$ cat config.mk
export PLATFORM = sky130hd
export DESIGN_NAME = uart_tx_arbiter
export DESIGN_NICKNAME = d
export VERILOG_FILES = /design/src/rtl/uart_pkg.sv /design/src/rtl/rr_picker.sv /design/src/rtl/uart_tx_arbiter.sv
export SDC_FILE = /design/constraint.sdc
export NUM_CORES = 1
export LEC_CHECK = 0
export ABC_AREA = 1
export BUFFER_PORTS_ARGS = -buffer_cell sky130_fd_sc_hd__buf_2
export CAP_MARGIN = 20
export CORE_MARGIN = 3
export CORE_UTILIZATION = 55
export CTS_CLUSTER_DIAMETER = 120
export DETAILED_ROUTE_END_ITERATION = 10
export GPL_ROUTABILITY_DRIVEN = 0
export PLACE_DENSITY = 0.91
export SETUP_SLACK_MARGIN = 0.3
export SYNTH_ARGS = -nofsm -noshare
export SYNTH_HDL_FRONTEND = slang
export SYNTH_SLANG_ARGS = --single-unit
$ cat constraint.sdc
create_clock -name clk -period 3.4 [get_ports clk]
set_input_delay 0.68 -clock clk [delete_from_list [all_inputs] [get_ports clk]]
set_output_delay 0.68 -clock clk [all_outputs]
set_load 0.05 [all_outputs]
$ cat src/rtl/uart_pkg.sv
// Shared definitions for the UART transmit path: arbiter state encoding,
// default frame/timing constants and a counter-width helper.
package uart_pkg;

    typedef enum logic [1:0] {
        ST_IDLE   = 2'd0,
        ST_LAUNCH = 2'd1,
        ST_BUSY   = 2'd2,
        ST_GAP    = 2'd3
    } arb_state_e;

    localparam int DEF_LEN           = 8;
    localparam int DEF_GAP_TICKS     = 16;
    localparam int DEF_TIMEOUT_TICKS = 255;

    // Width that holds max(a, b) without wrapping; never narrower than 1 bit.
    function automatic int cnt_width(input int a, input int b);
        int m;
        m = (a > b) ? a : b;
        return (m < 1) ? 1 : $clog2(m + 1);
    endfunction

endpackage

$ cat src/rtl/rr_picker.sv
// Combinational round-robin picker: first asserted request after ptr, wrapping.
module rr_picker #(
    parameter int N = 4
) (
    input  logic [N-1:0]         req,
    input  logic [$clog2(N)-1:0] ptr,
    output logic                 valid,
    output logic [$clog2(N)-1:0] winner
);

    int idx;

    // Scan from the farthest offset down to the nearest so the nearest hit lands last.
    always_comb begin
        valid  = 1'b0;
        winner = '0;
        idx    = 0;
        for (int k = N; k >= 1; k--) begin
            idx = int'(ptr) + k;
            if (idx >= N) begin
                idx = idx - N;
            end
            if (req[idx]) begin
                valid  = 1'b1;
                winner = idx[$clog2(N)-1:0];
            end
        end
    end

endmodule

$ cat src/rtl/uart_tx_arbiter.sv
// Round-robin arbiter sharing one uart_tx between N byte requesters, with a
// baud-tick inter-frame gap and a watchdog for a transmitter that never finishes.
module uart_tx_arbiter
    import uart_pkg::*;
#(
    parameter int N             = 4,
    parameter int len           = DEF_LEN,
    parameter int GAP_TICKS     = DEF_GAP_TICKS,
    parameter int TIMEOUT_TICKS = DEF_TIMEOUT_TICKS
) (
    input  logic             clk,
    input  logic             reset,
    input  logic             baud_tick,
    input  logic [N-1:0]     req,
    input  logic [N*len-1:0] req_data,
    output logic [N-1:0]     grant,
    output logic [N-1:0]     done,
    output logic             err,
    output logic             busy,
    output logic             tx_en,
    output logic [len-1:0]   tx_data,
    input  logic             tx_done_tick
);

    localparam int IW = $clog2(N);
    localparam int CW = cnt_width(GAP_TICKS, TIMEOUT_TICKS);

    arb_state_e     state_q, state_d;
    logic [IW-1:0]  ptr_q, ptr_d;
    logic [IW-1:0]  sel_q, sel_d;
    logic [len-1:0] tx_data_q, tx_data_d;
    logic [N-1:0]   grant_q, grant_d;
    logic [N-1:0]   done_q, done_d;
    logic           err_q, err_d;
    logic           tx_en_q, tx_en_d;
    logic [CW-1:0]  gap_q, gap_d;
    logic [CW-1:0]  wd_q, wd_d;

    logic           pick_valid;
    logic [IW-1:0]  pick_idx;
    logic [CW-1:0]  gap_inc, wd_inc;

    rr_picker #(.N(N)) u_picker (
        .req    (req),
        .ptr    (ptr_q),
        .valid  (pick_valid),
        .winner (pick_idx)
    );

    assign gap_inc = (gap_q == {CW{1'b1}}) ? gap_q : gap_q + 1'b1;
    assign wd_inc  = (wd_q  == {CW{1'b1}}) ? wd_q  : wd_q  + 1'b1;

    always_comb begin
        state_d   = state_q;
        ptr_d     = ptr_q;
        sel_d     = sel_q;
        tx_data_d = tx_data_q;
        grant_d   = '0;
        done_d    = '0;
        err_d     = 1'b0;
        tx_en_d   = 1'b0;
        gap_d     = gap_q;
        wd_d      = wd_q;
        case (state_q)
            ST_IDLE: begin
                if (pick_valid) begin
                    sel_d             = pick_idx;
                    tx_data_d         = req_data[int'(pick_idx)*len +: len];
                    grant_d[pick_idx] = 1'b1;
                    state_d           = ST_LAUNCH;
                end
            end
            ST_LAUNCH: begin
                tx_en_d = 1'b1;
                wd_d    = '0;
                state_d = ST_BUSY;
            end
            ST_BUSY: begin
                // Completion is checked first so it beats a same-cycle timeout.
                if (tx_done_tick) begin
                    done_d[sel_q] = 1'b1;
                    ptr_d         = sel_q;
                    gap_d         = '0;
                    state_d       = (GAP_TICKS == 0) ? ST_IDLE : ST_GAP;
                end else if (baud_tick) begin
                    wd_d = wd_inc;
                    if (wd_inc >= CW'(TIMEOUT_TICKS)) begin
                        err_d   = 1'b1;
                        ptr_d   = sel_q;
                        gap_d   = '0;
                        state_d = (GAP_TICKS == 0) ? ST_IDLE : ST_GAP;
                    end
                end
            end
            ST_GAP: begin
                if (baud_tick) begin
                    gap_d = gap_inc;
                    if (gap_inc >= CW'(GAP_TICKS)) begin
                        state_d = ST_IDLE;
                    end
                end
            end
            default: state_d = ST_IDLE;
        endcase
    end

    always_ff @(posedge clk or negedge reset) begin
        if (!reset) begin
            state_q   <= ST_IDLE;
            ptr_q     <= IW'(N - 1);
            sel_q     <= '0;
            tx_data_q <= '0;
            grant_q   <= '0;
            done_q    <= '0;
            err_q     <= 1'b0;
            tx_en_q   <= 1'b0;
            gap_q     <= '0;
            wd_q      <= '0;
        end else begin
            state_q   <= state_d;
            ptr_q     <= ptr_d;
            sel_q     <= sel_d;
            tx_data_q <= tx_data_d;
            grant_q   <= grant_d;
            done_q    <= done_d;
            err_q     <= err_d;
            tx_en_q   <= tx_en_d;
            gap_q     <= gap_d;
            wd_q      <= wd_d;
        end
    end

    assign grant   = grant_q;
    assign done    = done_q;
    assign err     = err_q;
    assign tx_en   = tx_en_q;
    assign tx_data = tx_data_q;
    assign busy    = (state_q != ST_IDLE);

endmodule

; After elaboration in Yosys (flattened, before gate mapping)
; Cells that the tools add are included.
[word_totals]
register_bits = 40
mem_bits_ro = 0
inputBits = 40
latchBits = 0
n_memories = 0
ramBits = 0
[op_classes]
mux = 57
n_lt_le_gt_ge = 14
shifts = 1
div_mod_pow = 0
bitwise_logic = 0
addsub = 10
n_eq_ne = 12
n_reduce_logical = 13
multipliers = 0
[op_table]
columns = cell, count
row1 = "greater-or-equal comparator 32 x 4 -> 1 bit, second input constant", 4
row2 = "less-than comparator 32 x 4 -> 1 bit, second input constant", 4
row3 = 2-to-1 mux 32 bit, 4
row4 = "subtractor 32 x 4 -> 32 bit, second input constant", 4
row5 = 2-to-1 mux 8 bit, 8
row6 = case mux 8 bit (2 select lines), 2
row7 = variable part select 32 x 6 -> 8 bit, 1
row8 = 2-to-1 mux 2 bit, 13
row9 = 2-to-1 mux 1 bit, 19
row10 = "adder 8 x 1 -> 8 bit, second input constant", 2
row11 = "== test 8 bit, second input constant", 2
row12 = 2-to-1 mux 4 bit, 4
row13 = "inequality test 2 bit, second input constant", 5
row14 = nonzero test 2 bit, 5
row15 = binary-select mux 1 bit (select 2 bit), 4
row16 = "greater-or-equal comparator 8 x 5 -> 1 bit, second input constant", 1
row17 = "greater-or-equal comparator 8 bit, second input constant", 1
row18 = case mux 2 bit (4 select lines), 1
row19 = "adder 2 x 2 -> 3 bit, second input constant", 2
row20 = "less-than comparator 2 x 3 -> 1 bit, second input constant", 2
row21 = "inequality test 3 bit, second input constant", 2
row22 = AND reduction 3 bit, 2
row23 = AND reduction 5 bit, 1
row24 = "adder 2 x 3 -> 4 bit, second input constant", 1
row25 = other kinds (9), 13

; Logic depth before layout (Yosys ltp)
; Gate-level depths: netlist of the first run.
[logic_depth]
ltp_word = 16
ltp_mapped = 15
ltp_nobuf = 14

; By module
; From an unflattened synthesis of the first run, not the netlist that was laid out.
[unflattened]
cells_unflattened = 367
area_unflattened_um2 = 2538.7
[by_module_without_submodules]
columns = mod, area_each_um2, cells_per_inst, n_inst
row1 = uart_tx_arbiter, 2292.2, 316, 1
row2 = rr_picker, 246.5, 51, 1

; Worst setup path before layout of the first run
; Ideal clock, no wire load.
[synth_timing]
path_kind = in2reg
startpoint = in req[1]
endpoint = reg tx_data_q[5], in the netlist tx_data[5]
slack_ns = 1.472
cell_stages = 14
required_ns = 3.282
path_buffers = 1
t_arrival_ns = 1.810
path_cell_list = inv_1 > o21ai_0 > nand2_1 > nand2_1 > nand2_1 > nand2_1 > nand2_2 > nand2_4 > buf_4 > nand2_1 > nand3_1 > nand2_1 > nand2_1 > nand2_1
[synth_via]
elab_chain_len = 8
elab_cells_between_ends = 22
cone_classes = shift (1) / mux (20) / reduce/logical (1)
[synth_lines]
columns = element, line_no
row1 = from (decl), uart_tx_arbiter.sv:14  ; input logic [N-1:0] req,
row2 = binary-select mux 1 bit (select 2 bit), rr_picker.sv:23  ; if (req[idx]) begin
row3 = 2-to-1 mux 1 bit (implied by the code) (2 in series), rr_picker.sv:23
row4 = 2-to-1 mux 2 bit or 2-to-1 mux 1 bit (tied branches) (4 in series), rr_picker.sv:23
row5 = variable part select 32 x 6 -> 8 bit or AND reduction 2 bit (tied branches), --
row6 = to (signal assigned), uart_tx_arbiter.sv:123  ; tx_data_q <= tx_data_d;
row7 = to (decl), uart_tx_arbiter.sv:31  ; logic [len-1:0] tx_data_q, tx_data_d;
; Parallel ways exist; a longest one is shown, timed or not. The select of a mux whose other input is x is not followed.
; A chain may end at the register's enable or synchronous reset.

; Final worst setup path of the first run
[layout_timing]
startpoint = reg ptr_q[0]
endpoint = reg tx_data_q[2], in the netlist tx_data[2]
[layout_via]
elab_chain_len = 11
elab_cells_between_ends = 38
cone_classes = add/sub (8) / order compare (4) / shift (1) / mux (24) / reduce/logical (1)
[layout_lines]
columns = element, line_no
row1 = from (decl), uart_tx_arbiter.sv:29  ; logic [IW-1:0] ptr_q, ptr_d;
row2 = from (signal assigned), uart_tx_arbiter.sv:110  ; ptr_q <= IW'(N - 1);
row3 = from (signal assigned), uart_tx_arbiter.sv:121  ; ptr_q <= ptr_d;
row4 = adder 2 x 3 -> 4 bit, rr_picker.sv:19  ; idx = int'(ptr) + k;
row5 = subtractor 32 x 4 -> 32 bit or greater-or-equal comparator 32 x 4 -> 1 bit (tied branches), "rr_picker.sv:21, rr_picker.sv:20"
row6 = 2-to-1 mux 32 bit, rr_picker.sv:20  ; if (idx >= N) begin
row7 = binary-select mux 1 bit (select 2 bit), rr_picker.sv:23
row8 = 2-to-1 mux 1 bit (implied by the code) (2 in series), rr_picker.sv:23
row9 = 2-to-1 mux 2 bit or 2-to-1 mux 1 bit (tied branches) (4 in series), rr_picker.sv:23
row10 = variable part select 32 x 6 -> 8 bit or AND reduction 2 bit (tied branches), --
; Parallel ways exist; a longest one is shown, timed or not. The select of a mux whose other input is x is not followed.

==> flow_metrics.py, run 1 <==
metrics = {
    "status": {
        "outcome": "complete, no violations",
    },
    "global_routing": {
        "antenna_found_initial": 0,
        "grt_max_degree": 41,
        "grt.total_usage_pct": 21.74,
        "grt_pass1_wl_um": 9708,
        "grt_overflow": 0,
        "grt_pass1_vias": 2412,
    },
    "timing": {
        "fin_setup_tns_ps": 0,
        "max_freq_ghz": 0.4610,
        "finalMaxSlewViolations": 0,
        "hold_viol_final": 0,
        "setup_viol": 0,
        "rsz0062_at_grt": "no",
        "slew_headroom_pct": 42.01,
        "period_minus_slack_ps": 2169,
        "skew_ps": 8.139,
        "tightest_slew_ps": 869.9,
        "timing.hold.ws_ps": 495.7,
        "fin_crit_sh_pct": 63.80,
    },
    "power": {
        "p_clk_share_pct": 15.2,
        "p_sw_mw": 1.433,
        "p_leak_nw": 1.787,
        "power_density_mw_per_mm2": 873.8,
        "seq_power_share_pct": 27.0,
        "swShare_pct": 52.71,
        "pwr-share-comb_pct": 57.8,
        "ir_drop_uv": 475.4,
        "p_int_mw": 1.286,
    },
    "logic_synthesis": {
        "ys_top_cells_by_area": "dfrtp_1 36%, nand2_1 18%, inv_1 9.7%, nand3_1 8.4%, nor2_1 3.0%",
        "yosys.area.top_type": "dfrtp_1",
        "synthSimpleGateAreaFrac_pct": 37.28,
        "synthFlopType": "dfrtp_1",
        "synth_top_family_by_area": "simple AND/OR/NAND/NOR gates",
        "synth_seq_cells": 40,
        "yosys.area_share.xor_xnor_pct": 1.639,
        "synth_top_cell_area_share_pct": 35.60,
        "synth_compound_area_share_pct": 9.040,
        "ys_warn_count": 0,
        "synthAdderAreaFrac_pct": 2.810,
        "syn_nets": 433,
        "synth-seq-area-share_pct": 37.56,
        "synth.area.mux_share_pct": 0,
        "async_flop_share_pct": 100.0,
        "synthDistinctLibCells": 30,
        "synth_edf_count": 0,
        "syn_inst": 387,
        "netlist_area_mm2": 0.002671,
        "syn_avg_cell_area_um2": 6.903,
    },
    "die": {
        "start_util_pct": 58.91,
        "die_h_um": 75.69,
        "die-area_mm2": 0.005729,
        "coreArea_mm2": 0.004534,
        "die_width_um": 75.69,
        "io_pins": 59,
        "row_count": 24,
    },
    "critical_path": {
        "r2r-start": "ptr_q[0]$_DFFE_PN1P_",
        "critPathKind": "register to register",
        "reg2reg_depth": 9,
        "cp-start-kind": "register",
        "end_kind": "register",
        "arrival_ps": 2400,
        "r2r_slack_ps": 1230,
        "cp.required_ps": 3640,
        "crit_fanout": 14,
        "r2r-end": "tx_data[2]$_DFFE_PN0P_",
    },
    "placement": {
        "io_buffers": 58,
        "hpwl_um": 4471,
    },
    "cts": {
        "htree_levels": 2,
        "tritoncts": "yes",
        "cts_inserted_buffers": 5,
        "clk_path_buf_depth": 2,
        "clk_pin_slew_worst_paths_ps": 80,
        "cts.repair.resized": 0,
        "cts_num_sinks": 40,
        "post_cts_buffers": 0,
        "clock_latency_ps": 300,
        "cts_hold_buf": 0,
        "clock-root-buffer": "clkbuf_8",
    },
    "detailed_routing": {
        "drt-total-wl_um": 5935,
        "postRouteAntennaNets": 0,
        "firstDrtPassIters": 4,
        "drcViolationCount": 0,
        "wire_per_inst_um": 11.61,
        "first_iter_violations": 198,
        "via_per_inst": 5.112,
        "vias": 2612,
    },
    "cells_and_area": {
        "nNetsFinal": 491,
        "antenna-diode-count": 0,
        "final_cell_mix": "130 x nand2_1, 69 x inv_1, 58 x buf_2, 45 x nand3_1, 38 x dfrtp_1",
        "area_delta_synth_final_pct": 16.49,
        "drive_above_1_share_pct": 19.96,
        "final_common_cell": "nand2_1",
    },
    "flow_run": {
        "cap_violations": 0,
    },
    "min_path": {
        "hp-class": "primary input to asynchronous set/reset pin",
    },
}
routing by layer:
| layer | GRT usage [%] | part of all wire (%) | vias to the layer above |
|---|---|---|---|
| li1 | - | - | 1332 |
| met1 | 26.23 | 43 | 1181 |
| met2 | 36.63 | 50 | 84 |
| met3 | 5.277 | 5.0 | 15 |
| met4 | 9.903 | 2.0 | 0 |
| met5 | 0 | 0 | - |
kinds of logic (layout without fill, tap and decap cells):
family | Yosys count | after routing
AOI/OAI and AO/OA | 36 | 36
xor gates and xnor gates | 5 | 5
adders and majority gates | 6 | 6
buffers and inverters | 76 | 135
DFF | 40 | 40
and+or+nand+nor | 224 | 224
sequential cells by signal, summed over array words and instances, names as in the netlist, 2 cells and up:
register and cells:
gap_q 8, ptr_q 2, state_q 2, tx_data 8
sel_q 2, done 4, grant 4, wd_q 8
power groups by stage:
stage	sequential (mW)	clock [mW]	combinational [mW]
after detailed placement	0.740	0	1.56
after CTS	0.732	0.420	1.57
final	0.735	0.413	1.57
after global routing	0.752	0.444	1.75
after floorplan	0.970	0	1.05
after global placement	0.738	0	1.50
stage by stage:
| stage | instance area [um^2] | utilization [%] | std cells | setup slack, ps | total power, mW |
|---|---|---|---|---|---|
| final | 3112 | 68.63 | 511 | 1231 | 2.719 |
| after global routing | 3112 | 68.63 | 511 | 1030 | 2.946 |
| after CTS | 3112 | 68.63 | 511 | 1243 | 2.722 |
| after detailed placement | 2990 | 65.95 | 503 | 1143 | 2.300 |
| after global placement | 2990 | 65.95 | 503 | 1254 | 2.240 |
| after floorplan | 2671 | - | 387 | 1472 | 2.020 |
synth_stat cells (2+ instances only):
| library cell | n |
|---|---|
| nand2_2 | 3 |
| ha_1 | 6 |
| or2_2 | 2 |
| o21ai_0 | 10 |
| nor2_1 | 21 |
| dfstp_2 | 2 |
| o211ai_1 | 6 |
| nand2_4 | 2 |
| inv_1 | 69 |
| dfrtp_1 | 38 |
| nand3_1 | 45 |
| clkbuf_1 | 2 |
| a21oi_1 | 3 |
| nor2_4 | 2 |
| o22ai_1 | 4 |
| buf_6 | 2 |
| xor2_1 | 5 |
| nor3_1 | 6 |
| nand2_1 | 130 |
| buf_4 | 3 |
| nand4_1 | 8 |
| o21ai_2 | 9 |
| o21bai_1 | 2 |
worst max path at each step:
| stage | start | to | cells past startpoint |
|---|---|---|---|
| floorplan | req[1] | tx_data[5]$_DFFE_PN0P_ | 14 |
| global placement | req[1] | tx_data[6]$_DFFE_PN0P_ | 12 |
| detailed placement | req[1] | tx_data[4]$_DFFE_PN0P_ | 8 |
| CTS | ptr_q[0]$_DFFE_PN1P_ | tx_data[2]$_DFFE_PN0P_ | 9 |
| global route | ptr_q[0]$_DFFE_PN1P_ | tx_data[2]$_DFFE_PN0P_ | 9 |
| finish | ptr_q[0]$_DFFE_PN1P_ | tx_data[2]$_DFFE_PN0P_ | 9 |
worst max-delay path: stages, from the launching register on:
cell     delay [ps]
dfstp_2         680
inv_1           120
nand2_1         100
nand2_1          50
nand2_1          90
nor3_1           70
or2_1           380
nor2_1          380
nand3_1         130
nand3_1         100
layout make-up:
type | count | area, um^2
Clock buffer | 6 | 82.58
Clock inverter | 2 | 38.79
Fill cell | 358 | 1423
Inverter | 69 | 259.0
Multi-Input combinational cell | 271 | 1356
Sequential cell | 40 | 1003
Tap cell | 65 | 81.33
Timing Repair Buffer | 58 | 290.3
Note: power is estimated with default switching activity, not from simulation.
==> run 2: changes to the inputs <==
--- a/config.mk
+++ b/config.mk
@@ -9,11 +9,11 @@
 export BUFFER_PORTS_ARGS = -buffer_cell sky130_fd_sc_hd__buf_2
 export CAP_MARGIN = 20
 export CORE_MARGIN = 3
-export CORE_UTILIZATION = 55
+export CORE_UTILIZATION = 49
 export CTS_CLUSTER_DIAMETER = 120
 export DETAILED_ROUTE_END_ITERATION = 10
 export GPL_ROUTABILITY_DRIVEN = 0
-export PLACE_DENSITY = 0.91
+export PLACE_DENSITY = 0.86
 export SETUP_SLACK_MARGIN = 0.3
 export SYNTH_ARGS = -nofsm -noshare
 export SYNTH_HDL_FRONTEND = slang
==> constraint.sdc (replaced) <==
create_clock -name clk -period 1.8 [get_ports clk]
set_input_delay 0.36 -clock clk [delete_from_list [all_inputs] [get_ports clk]]
set_output_delay 0.36 -clock clk [all_outputs]
set_load 0.05 [all_outputs]
==> run 2 against run 1 <==
The run now ends with hold timing, setup timing left. Global-route usage rose by 3.0 points. Critical path depth rose by 3. Utilization rose by 7.7 points. First-iteration DRC count grew 10%. Maximum frequency grew 4.6%. Via count rose by 23%. Setup slack got worse by 1500 ps. Largest cell class unchanged. Highest routed layer unchanged.
==> flow_metrics.py, run 2 (synthesis gave the netlist of run 1 again) <==
metrics = {
    "cts": {
        "htree_levels": 2,
        "clock_latency_ps": 310,
        "tritoncts": "yes",
        "clk_path_buf_depth": 2,
        "clock-root-buffer": "clkbuf_8",
        "cts_inserted_buffers": 5,
        "cts_num_sinks": 40,
        "clk_pin_slew_worst_paths_ps": 90,
    },
    "global_routing": {
        "grt_pass1_wl_um": 12500,
        "grt_pass1_vias": 2844,
        "antenna_found_initial": 0,
        "grt_overflow": 0,
        "grt_max_degree": 20,
        "grt.total_usage_pct": 24.74,
    },
    "critical_path": {
        "cp.required_ps": 1990,
        "r2r-start": "wd_q[0]$_DFFE_PN0P_",
        "crit_start": "wd_q[0]$_DFFE_PN0P_",
        "arrival_ps": 2270,
        "crit_fanout": 6,
        "cp-start-kind": "register",
        "critPathKind": "register to register",
        "end_kind": "register",
    },
    "timing": {
        "period_minus_slack_ps": 2073,
        "finalMaxSlewViolations": 0,
        "skew_ps": 10.29,
        "tightest_slew_ps": 466.4,
        "fin_crit_sh_pct": 115.2,
        "timing.hold.ws_ps": -9.134,
        "slew_headroom_pct": 68.91,
        "setup_viol": 26,
        "hold_viol_final": 13,
        "worst_slack_ps": -273.4,
        "max_freq_ghz": 0.4823,
        "rsz0062_at_grt": "yes",
    },
    "power": {
        "ir_drop_uv": 1547,
        "p_leak_nw": 2.146,
        "p_total_mw": 7.397,
        "power_density_mw_per_mm2": 1861,
    },
    "cells_and_area": {
        "area_delta_synth_final_pct": 48.81,
        "stdcell_area_mm2": 0.003975,
        "fillers": 316,
        "final_cells": 567,
        "antenna-diode-count": 0,
        "final_cell_mix": "96 x nand2_1, 57 x inv_1, 57 x buf_2, 38 x dfrtp_1, 38 x buf_4",
        "final_common_cell": "nand2_1",
        "nNetsFinal": 542,
        "drive_above_1_share_pct": 45.67,
    },
    "placement": {
        "hpwl_um": 5086,
        "io_buffers": 58,
        "place_inst": 538,
        "placed_area_mm2": 0.003266,
    },
    "die": {
        "die-area_mm2": 0.006374,
        "start_util_pct": 51.32,
        "io_pins": 59,
        "coreArea_mm2": 0.005205,
        "die_h_um": 79.84,
        "row_count": 26,
        "die_width_um": 79.84,
    },
    "detailed_routing": {
        "vias": 3200,
        "postRouteAntennaNets": 0,
        "first_iter_violations": 218,
        "drcViolationCount": 0,
        "drt-total-wl_um": 9172,
        "wire_per_inst_um": 16.18,
        "firstDrtPassIters": 5,
        "via_per_inst": 5.644,
    },
    "status": {
        "outcome": "finished, violations left",
        "violations": "hold timing, setup timing",
    },
    "flow_run": {
        "cap_violations": 0,
    },
    "min_path": {
        "hp-class": "primary input to asynchronous set/reset pin",
    },
}
-- run 2: cell count changes in the layout (fill, tap and decap cells not counted), sizes merged --
cell      before  now
buf           58  106
nand2        135  138
bufinv         1    0
clkbuf         6    7
clkinvlp       0    1
inv           69   68
-- run 2: per-stage QoR --
step / setup TNS (ps) / setup WS, ps / util, %
4_1_cts: -157.9 / -24.88 / 69.64
3_3_place_gp: -1229 / -115.5 / 62.74
5_1_grt: -5626 / -291.9 / 76.37
3_5_place_dp: -2579 / -211.8 / 62.74
2_1_floorplan: 0 / 32.88 / -
6_report: -4433 / -273.4 / 76.37
-- run 2: worst max-delay path, stage by stage (launching register included) --
cell and delay, ps:
dfrtp_1 410, ha_4 200, nand2_4 60, inv_4 90, nand3_4 120, a21oi_2 240
inv_1 100, nor2_1 150, nand2_1 130, nand2_4 180, nand3_2 120, nand2_1 80
nand2_1 70
-- run 2: cell type report --
type	instances	area, um^2	share of cell area [%]
clock buffer	7	76.32	1.920
clock inverter	1	5.005	0.1259
inverter	69	280.3	7.051
multi-input combinational	274	1824	45.89
sequential	40	1003	25.24
tap	70	87.58	2.203
timing repair buffer	106	698.2	17.56
-- run 2: path summary, 6_finish.rpt --
check	to	slack [ps]	cells past startpoint
max	state_q[0]$_DFFE_PN0P_	-270	12
min	grant[3]$_DFF_PN0_	-9	1
max reg2reg	state_q[0]$_DFFE_PN0P_	-270	12
min reg2reg	tx_data[5]$_DFFE_PN0P_	500	2
max in group asynchronous	ptr_q[1]$_DFFE_PN1P_	1190	2
min in group clk	tx_data[1]$_DFFE_PN0P_	310	3
-- run 2: layer usage --
metal	global-route usage (%)	routed length (um)	vias to the layer above
li1	-	-	1442
met4	10.64	434	0
met2	42.15	4699	207
met3	5.192	639	49
met5	0	0	-
met1	30.07	3398	1502
-- run 2: repair_timing --
item,4_1_cts,5_1_grt
pin swaps,15,37
hold buffers,0,0
setup buffers,9,9
endpoints found under the setup margin,36,36
cloned,2,1
gates resized for setup,53,66
-- run 2: power breakdown --
group | switching, mW | total [mW] | internal [mW]
registers | 0.217 | 1.39 | 1.17
logic | 3.46 | 5.38 | 1.92
clock network | 0.358 | 0.631 | 0.273
==> run 3: changes to the inputs <==
--- a/config.mk
+++ b/config.mk
@@ -8,7 +8,7 @@
 export ABC_AREA = 1
 export BUFFER_PORTS_ARGS = -buffer_cell sky130_fd_sc_hd__buf_2
 export CAP_MARGIN = 20
-export CORE_MARGIN = 3
+export CORE_MARGIN = 2
 export CORE_UTILIZATION = 49
 export CTS_CLUSTER_DIAMETER = 120
 export DETAILED_ROUTE_END_ITERATION = 10
==> constraint.sdc (replaced) <==
create_clock -name clk -period 1.84 [get_ports clk]
set_input_delay 0.368 -clock clk [delete_from_list [all_inputs] [get_ports clk]]
set_output_delay 0.368 -clock clk [all_outputs]
set_load 0.05 [all_outputs]
==> run 3 against run 2 <==
The flow finishes with violations (setup timing). Die area shrank 4.9%. Setup slack gained 96 ps. Global-route usage grew 2.1 points. First-iteration DRC count grew 72%. Clock-buffer cell count shrank 1. Sequential share of layout area grew 0.53 points. Highest routed layer unchanged.
==> flow_metrics.py, run 3 (synthesis gave the netlist of run 1 again) <==
metrics = {
    "timing": {
        "rsz0062_at_grt": "yes",
        "tightest_slew_ps": 487.4,
        "period_minus_slack_ps": 2018,
        "skew_ps": 9.108,
        "max_freq_ghz": 0.4956,
        "worst_slack_ps": -177.9,
        "hold_viol_final": 0,
        "fin_crit_sh_pct": 109.7,
        "timing.hold.ws_ps": 9.011,
        "setup_viol": 26,
        "slew_headroom_pct": 67.51,
        "finalMaxSlewViolations": 0,
    },
    "status": {
        "violations": "setup timing",
        "outcome": "finished, violations left",
    },
    "cts": {
        "clk_pin_slew_worst_paths_ps": 90,
        "cts_inserted_buffers": 5,
        "cts_num_sinks": 40,
        "clock-root-buffer": "clkbuf_8",
        "htree_levels": 2,
        "tritoncts": "yes",
        "clk_path_buf_depth": 2,
        "clock_latency_ps": 310,
    },
    "critical_path": {
        "slowest_delay_ps": 620,
        "cp.required_ps": 2030,
        "arrival_ps": 2200,
        "cp-start-kind": "register",
        "r2r_slack_ps": -180,
        "crit_fanout": 7,
        "crit_chain": "buf_4 > o21ai_2 > inv_1 > nand2_2 > nor3_1 > buf_4 > nand2_1 > o21ai_0 > inv_1 > nand4_1 > nand2_1",
        "end_kind": "register",
        "crit_slowest_cell": "dfstp_2",
        "critPathKind": "register to register",
    },
    "cells_and_area": {
        "final_common_cell": "nand2_1",
        "fillers": 331,
        "nNetsFinal": 533,
        "area_delta_synth_final_pct": 46.09,
        "final_cell_mix": "98 x nand2_1, 58 x buf_2, 56 x inv_1, 36 x dfrtp_1",
        "drive_above_1_share_pct": 43.44,
        "antenna-diode-count": 0,
        "stdcell_area_mm2": 0.003902,
    },
    "die": {
        "die_width_um": 77.84,
        "start_util_pct": 51.64,
        "die_h_um": 77.84,
        "coreArea_mm2": 0.005172,
        "io_pins": 59,
        "die-area_mm2": 0.006058,
        "row_count": 26,
    },
    "global_routing": {
        "grt_pass1_vias": 2952,
        "antenna_found_initial": 0,
        "grt_overflow": 0,
        "grt_pass1_wl_um": 12960,
        "grt_max_degree": 23,
        "grt.total_usage_pct": 26.86,
    },
    "placement": {
        "io_buffers": 58,
        "hpwl_um": 4869,
        "placed_area_mm2": 0.003178,
    },
    "detailed_routing": {
        "via_per_inst": 5.772,
        "drcViolationCount": 0,
        "vias": 3221,
        "drt-total-wl_um": 9651,
        "firstDrtPassIters": 5,
        "postRouteAntennaNets": 0,
        "first_iter_violations": 374,
        "wire_per_inst_um": 17.30,
    },
    "power": {
        "ir_drop_uv": 1416,
        "power_density_mw_per_mm2": 1874,
        "p_leak_nw": 2.106,
    },
    "min_path": {
        "hp-class": "primary input to asynchronous set/reset pin",
    },
    "flow_run": {
        "cap_violations": 0,
    },
}
-- run 3: metrics by stage --
step                      cells  power (mW)  setup TNS, ps  setup slack [ps]  utilization [%]
after floorplan             387       3.945              0             72.72                -
after global placement      525       4.516              0             7.290            61.44
after detailed placement    525       4.650         -584.0            -65.24            61.44
after CTS                   546       6.092         -15.17            -6.375            70.13
after global routing        558       7.645          -4615            -250.2            75.45
final                       558       7.312          -2196            -177.9            75.45
-- run 3: path summary, 6_finish.rpt --
| kind | from | to | cells after the start |
|---|---|---|---|
| max | ptr_q[0]$_DFFE_PN1P_ | state_q[0]$_DFFE_PN0P_ | 11 |
| min | reset | wd_q[7]$_DFFE_PN0P_ | 1 |
| max reg2reg | ptr_q[0]$_DFFE_PN1P_ | state_q[0]$_DFFE_PN0P_ | 11 |
| min reg2reg | tx_data[3]$_DFFE_PN0P_ | tx_data[3]$_DFFE_PN0P_ | 2 |
| max in group asynchronous | reset | ptr_q[0]$_DFFE_PN1P_ | 2 |
| min in group clk | req_data[9] | tx_data[1]$_DFFE_PN0P_ | 3 |
-- run 3: area by class of cell --
cell class                 instances  area (um^2)  area share [%]
clock inverter                     2        12.51          0.3206
clock buffer                       6        72.57           1.860
multi-input combinational        274         1787           45.78
timing repair buffer              97        661.9           16.96
tap                               70        87.58           2.244
sequential                        40         1006           25.78
inverter                          69        275.3           7.054
-- run 3: worst max-delay path: cells and delay by family (launching register included) --
kind	cells	cell delay, ps
compound gates	2	160
simple gates	5	600
flops	1	620
buf+inv	4	500
-- run 3: timing repair --
item	4_1_cts	5_1_grt
cloned	3	1
endpoints found under the setup margin	36	36
resized for setup	65	45
hold endpoints to repair	0	0
buffers inserted	10	11
pin swaps	26	21
hold buffers	0	0
-- run 3: report_power, final --
group,leakage [nW],total (mW),switching [mW],internal (mW)
Combinational,1.54,5.33,3.42,1.91
Sequential,0.521,1.37,0.228,1.15
Clock,0.0412,0.607,0.341,0.266
-- run 3: layer usage --
metal | vias to the layer above | global-route usage, % | part of all wire [%]
li1 | 1417 | - | -
met1 | 1475 | 30.71 | 36
met2 | 243 | 46.81 | 49
met3 | 86 | 4.767 | 9.1
met4 | 0 | 15.54 | 6.4
met5 | - | 0 | 0
